--- src/rtl/ram_share_ctrl_pkg.sv ---
// Shared types and constants for the shared-RAM controller.
package ram_share_ctrl_pkg;

    typedef enum logic {
        ST_INIT = 1'b0,
        ST_RUN  = 1'b1
    } state_e;

    localparam int RAM_RD_LAT = 1;

    function automatic int ptr_w(input int n);
        return (n > 2) ? 2 : 1;
    endfunction

endpackage

--- src/rtl/ram_share_ctrl_rr_arbiter.sv ---
// Combinational round-robin pick: first eligible requester at or after rr_ptr.
module rr_arbiter #(
    parameter int N_REQ = 2,
    parameter int PTR_W = 1
) (
    input  logic [N_REQ-1:0] eligible_i,
    input  logic [PTR_W-1:0] rr_ptr_i,
    output logic [N_REQ-1:0] win_o,
    output logic             valid_o
);

    int best_d;
    int d;

    always_comb begin
        win_o   = '0;
        valid_o = 1'b0;
        best_d  = N_REQ;
        d       = 0;
        for (int i = 0; i < N_REQ; i++) begin
            // distance from the pointer, wrapping modulo N_REQ
            d = i - int'(rr_ptr_i);
            if (d < 0) d = d + N_REQ;
            if (eligible_i[i] && d < best_d) begin
                best_d   = d;
                win_o    = '0;
                win_o[i] = 1'b1;
                valid_o  = 1'b1;
            end
        end
    end

endmodule

--- src/rtl/ram_share_ctrl.sv ---
// Round-robin sharing of one single-port synchronous RAM, with clear-on-reset.
module ram_share_ctrl
    import ram_share_ctrl_pkg::*;
#(
    parameter int N_REQ  = 2,
    parameter int ADDR_W = 2,
    parameter int DATA_W = 2
) (
    input  logic                    clk,
    input  logic                    rst_n,
    input  logic [N_REQ-1:0]        req,
    input  logic [N_REQ-1:0]        we,
    input  logic [N_REQ*ADDR_W-1:0] addr,
    input  logic [N_REQ*DATA_W-1:0] wdata,
    output logic [N_REQ-1:0]        gnt,
    output logic [N_REQ-1:0]        rvalid,
    output logic [DATA_W-1:0]       rdata,
    output logic                    busy,
    output logic [ADDR_W-1:0]       mem_addr,
    output logic [DATA_W-1:0]       mem_din,
    output logic                    mem_wr,
    input  logic [DATA_W-1:0]       mem_dout
);

    localparam int PTR_W = ptr_w(N_REQ);
    localparam logic [ADDR_W-1:0] CLR_LAST = '1;

    if (N_REQ < 2 || N_REQ > 4) begin : g_bad_nreq
        $error("ram_share_ctrl: N_REQ must be 2..4");
    end
    if (ADDR_W < 1 || DATA_W < 1) begin : g_bad_width
        $error("ram_share_ctrl: ADDR_W and DATA_W must be >= 1");
    end
    if (RAM_RD_LAT != 1) begin : g_bad_lat
        $error("ram_share_ctrl: rvalid pipeline assumes 1-cycle RAM");
    end

    state_e              state_q, state_d;
    logic [ADDR_W-1:0]   clr_cnt_q;
    logic [PTR_W-1:0]    rr_ptr_q;
    logic [N_REQ-1:0]    gnt_q, rvalid_q;
    logic [ADDR_W-1:0]   mem_addr_q;
    logic [DATA_W-1:0]   mem_din_q;
    logic                mem_wr_q;

    logic [N_REQ-1:0]    eligible, win;
    logic                win_vld;
    logic [PTR_W-1:0]    sel_idx, ptr_nxt;
    logic [ADDR_W-1:0]   sel_addr;
    logic [DATA_W-1:0]   sel_din;
    logic                sel_we;

    assign eligible = req & ~gnt_q;

    rr_arbiter #(
        .N_REQ (N_REQ),
        .PTR_W (PTR_W)
    ) u_arb (
        .eligible_i (eligible),
        .rr_ptr_i   (rr_ptr_q),
        .win_o      (win),
        .valid_o    (win_vld)
    );

    always_comb begin
        sel_idx  = '0;
        sel_addr = '0;
        sel_din  = '0;
        sel_we   = 1'b0;
        for (int i = 0; i < N_REQ; i++) begin
            if (win[i]) begin
                sel_idx  = PTR_W'(i);
                sel_addr = addr[i*ADDR_W +: ADDR_W];
                sel_din  = wdata[i*DATA_W +: DATA_W];
                sel_we   = we[i];
            end
        end
        ptr_nxt = (sel_idx == PTR_W'(N_REQ - 1)) ? '0 : sel_idx + 1'b1;
    end

    always_ff @(posedge clk or negedge rst_n) begin
        if (!rst_n) state_q <= ST_INIT;
        else        state_q <= state_d;
    end

    always_comb begin
        state_d = state_q;
        if (state_q == ST_INIT && clr_cnt_q == CLR_LAST) state_d = ST_RUN;
    end

    always_comb begin
        busy = (state_q == ST_INIT);
    end

    always_ff @(posedge clk or negedge rst_n) begin
        if (!rst_n) begin
            clr_cnt_q  <= '0;
            rr_ptr_q   <= '0;
            gnt_q      <= '0;
            rvalid_q   <= '0;
            mem_addr_q <= '0;
            mem_din_q  <= '0;
            mem_wr_q   <= 1'b0;
        end else begin
            // read tag follows the grant by one cycle; writes never tag
            rvalid_q <= gnt_q & {N_REQ{~mem_wr_q}};
            if (state_q == ST_INIT) begin
                mem_wr_q   <= 1'b1;
                mem_addr_q <= clr_cnt_q;
                mem_din_q  <= '0;
                clr_cnt_q  <= clr_cnt_q + 1'b1;
                gnt_q      <= '0;
            end else begin
                gnt_q    <= win;
                mem_wr_q <= win_vld & sel_we;
                if (win_vld) begin
                    mem_addr_q <= sel_addr;
                    mem_din_q  <= sel_din;
                    rr_ptr_q   <= ptr_nxt;
                end
            end
        end
    end

    assign gnt      = gnt_q;
    assign rvalid   = rvalid_q;
    assign rdata    = mem_dout;
    assign mem_addr = mem_addr_q;
    assign mem_din  = mem_din_q;
    assign mem_wr   = mem_wr_q;

endmodule

--- config.mk ---
export PLATFORM = sky130hd
export DESIGN_NAME = ram_share_ctrl
export DESIGN_NICKNAME = d
export VERILOG_FILES = /design/src/rtl/ram_share_ctrl_pkg.sv /design/src/rtl/ram_share_ctrl_rr_arbiter.sv /design/src/rtl/ram_share_ctrl.sv
export SDC_FILE = /design/constraint.sdc
export NUM_CORES = 1
export LEC_CHECK = 0
export CAP_MARGIN = 20
export CELL_PAD_IN_SITES_DETAIL_PLACEMENT = 2
export CELL_PAD_IN_SITES_GLOBAL_PLACEMENT = 2
export CORE_MARGIN = 4
export CORE_UTILIZATION = 25
export DETAILED_ROUTE_END_ITERATION = 8
export GPL_ROUTABILITY_DRIVEN = 0
export PLACE_DENSITY = 0.91
export SLEW_MARGIN = 40
export SYNTH_ARGS = -nofsm -noshare
export SYNTH_HDL_FRONTEND = slang
export SYNTH_SLANG_ARGS = --single-unit
--- constraint.sdc ---
create_clock -name clk -period 3.2 [get_ports clk]
set_clock_uncertainty 0.1 [all_clocks]
set_input_delay 0.32 -clock clk [delete_from_list [all_inputs] [get_ports clk]]
set_output_delay 0.32 -clock clk [all_outputs]
set_load 0.01 [all_outputs]
==> flow_summary.ini <==
[run_status]
run_status = completed

[logic_synthesis]
ys_types = 27
ys_ff_latch = 13
yosysMostFrequentCell = dfrtp_1
synth_seq_area_share_pct = 52.00
synthFlopType = dfrtp_1
syn-mean-instance-area_um2 = 11.37
synthCells = 55
synthArstFlopShare_pct = 100.0
yosysWarnings = 0
synth_top_area_share_pct = 52.00
synth_edf_count = 0
yosys-top-cells-area = dfrtp_1 (52%), nor2b_1 (4.0%), nor3_1 (3.2%)
netlist_area_um2 = 625.6
yosys.area.top_type = dfrtp_1
syn_nets = 72
yosys-top-cells-count = dfrtp_1 (13), nand2_1 (4), nor2b_1 (4), nor3_1 (4)

[place]
port_buffers = 23
post_dp_cell_area_um2 = 864.6
dp_hpwl_mm = 1.382

[sta]
worst_slew_pin_slew_ns = 0.5969
fmax_ghz = 0.5182
max_slew_margin_pct = 60.08
fin_crit_sh_pct = 60.30
setup_viol = 0
finalCriticalPeriod_ns = 1.930
fin_tns_setup_ns = 0
hold_viol_final = 0
drv_slew = 0
rsz0062_at_grt = false

[worst_setup_path]
crit_chain = inv_6 -> clkdlybuf4s50_1
end_kind = output port
critPathRequiredTime_ns = 2.78
startpoint = state_q
critPathMaxFanout = 10
cp_top_family = buffers and inverters
arrival_ns = 1.51
cp_slowest_stage_delay_ns = 0.55
worst-path-buf-inv = 2
slowest_stage = clkdlybuf4s50_1
crit_type = reg -> out
worstReg2RegStart = state_q
startpoint_type = flip-flop

[routing]
routed_wl_mm = 1.823
ant_nets = 0
met3_length_um = 172
drc = 0
vias = 543
drt_iter0_drc = 17
wl_met2_um = 854
first_pass_iters = 4
vias_per_cell = 5.075
wl_met1_um = 735
wl_per_cell_um = 17.04
top_layer_used = met4

[finish]
fill_cells = 250
stdcell_area_um2 = 890.9
insertedDiodeCount = 0
final_util_pct = 38.78
syn_to_final_growth_pct = 42.40
fin_nets = 97
drive_gt1_share_pct = 11.39

[worst_hold_path]
hp-class = in -> async

[floorplan]
initial_core_util_pct = 27.23
die_w_um = 58.03
ios = 28
die_y_um = 58.03
rows = 17
dieArea_um2 = 3367
coreArea_um2 = 2297

[power_and_ir_drop]
ir_drop_v = 0.0001698
p_per_area_nw_per_um2 = 472.8
fin_total_pwr_uw = 421.2
p_leak_uw = 0.0003693

[grt]
antenna_found_initial = 0
grt_pass1_wl_mm = 3.042
grt_max_degree = 14
gr-usage-all-layers_pct = 12.46
overflow = 0
grt_pass1_vias = 592

[cts]
cts_setup_buffers = 0
clk_latency_ns = 0.28
numCtsBuffers = 3
htreeDepth = 1
cts.sinks = 13
cts_tree = yes
clkTransAtPathRegs_ns = 0.08
cts_hold_buf = 0
root_buffer = clkbuf_4
post_cts_resized = 0
clockBufferDepth = 2

[run]
max_cap_viol_count = 0
routing by layer:
metal	track usage (%)	vias up
li1	-	246
met1	14.60	264
met2	19.35	28
met3	3.563	5
met4	8.940	0
met5	0	-
cell usage in the layout, fill, tap and decap left out, types with 2 or more instances in the layout:
master / Yosys / routed
nand2b_1: 2 / 2
nor3_1: 4 / 4
nand3b_1: 2 / 2
or2_2: 2 / 2
dfrtp_1: 13 / 13
nor2b_1: 4 / 4
nor2_1: 2 / 2
a311oi_1: 2 / 2
nand2_1: 4 / 4
a21oi_1: 2 / 2
clkbuf_4: 0 / 3
clkdlybuf4s50_1: 0 / 23
state kept, by name (all words and copies together), names as in the netlist:
name / count
state_q: 1
clr_cnt_q: 2
mem_din: 2
rvalid: 2
rr_ptr_q: 1
mem_addr: 2
mem_wr: 1
gnt: 2
path summary, 6_finish.rpt:
check,to,slack (ns),cells after the start
max in group asynchronous,gnt[0],2.30,1
setup / recovery,busy,1.27,2
setup reg to reg,mem_addr[1],1.65,3
hold reg to reg,rvalid[1],0.36,1
hold / removal,mem_din[1],0.31,1
min in group clk,rvalid[1],0.36,1
kinds of logic (layout without fill, tap and decap cells):
group                      Yosys count  after routing  synth area share, %
AOI/OAI and AO/OA                   10             10                13.00
xor gates and xnor gates             1              1                1.400
adders and majority gates            1              1                2.000
buffers and inverters                4             28                5.599
DFF                                 13             13                52.00
muxes                                1              1                1.800
and+or+nand+nor                     25             25                24.20
report_power, final:
part	switching, uW	internal (uW)
Sequential	15.8	185
Clock	57.3	48.5
Combinational	47.9	66.8
Total	121	300
per-stage QoR:
stage          hold WS (ns)  std cells  setup slack, ns
2_1_floorplan      -0.07559         55            1.828
3_3_place_gp         0.3414        103            1.357
3_5_place_dp         0.3530        103            1.271
4_1_cts              0.3220        107            1.260
5_1_grt              0.3391        107            1.182
6_report             0.3075        107            1.270
area by class of cell:
class                   instances  area, um2  share of cell area, %
inverters                       1      8.758                 0.9831
flip-flops and latches         13      325.3                  36.52
well taps                      28      35.03                  3.933
repair buffers                 23      230.2                  25.84
multi-input cells              38      265.3                  29.78
clock buffers                   4      26.28                  2.949
worst register-to-register path: stages (launching register included):
cell and delay [ns]:
dfrtp_1 0.59, inv_6 0.09, or4_1 0.53, o311a_1 0.14
(Power assumes the default switching activity.)
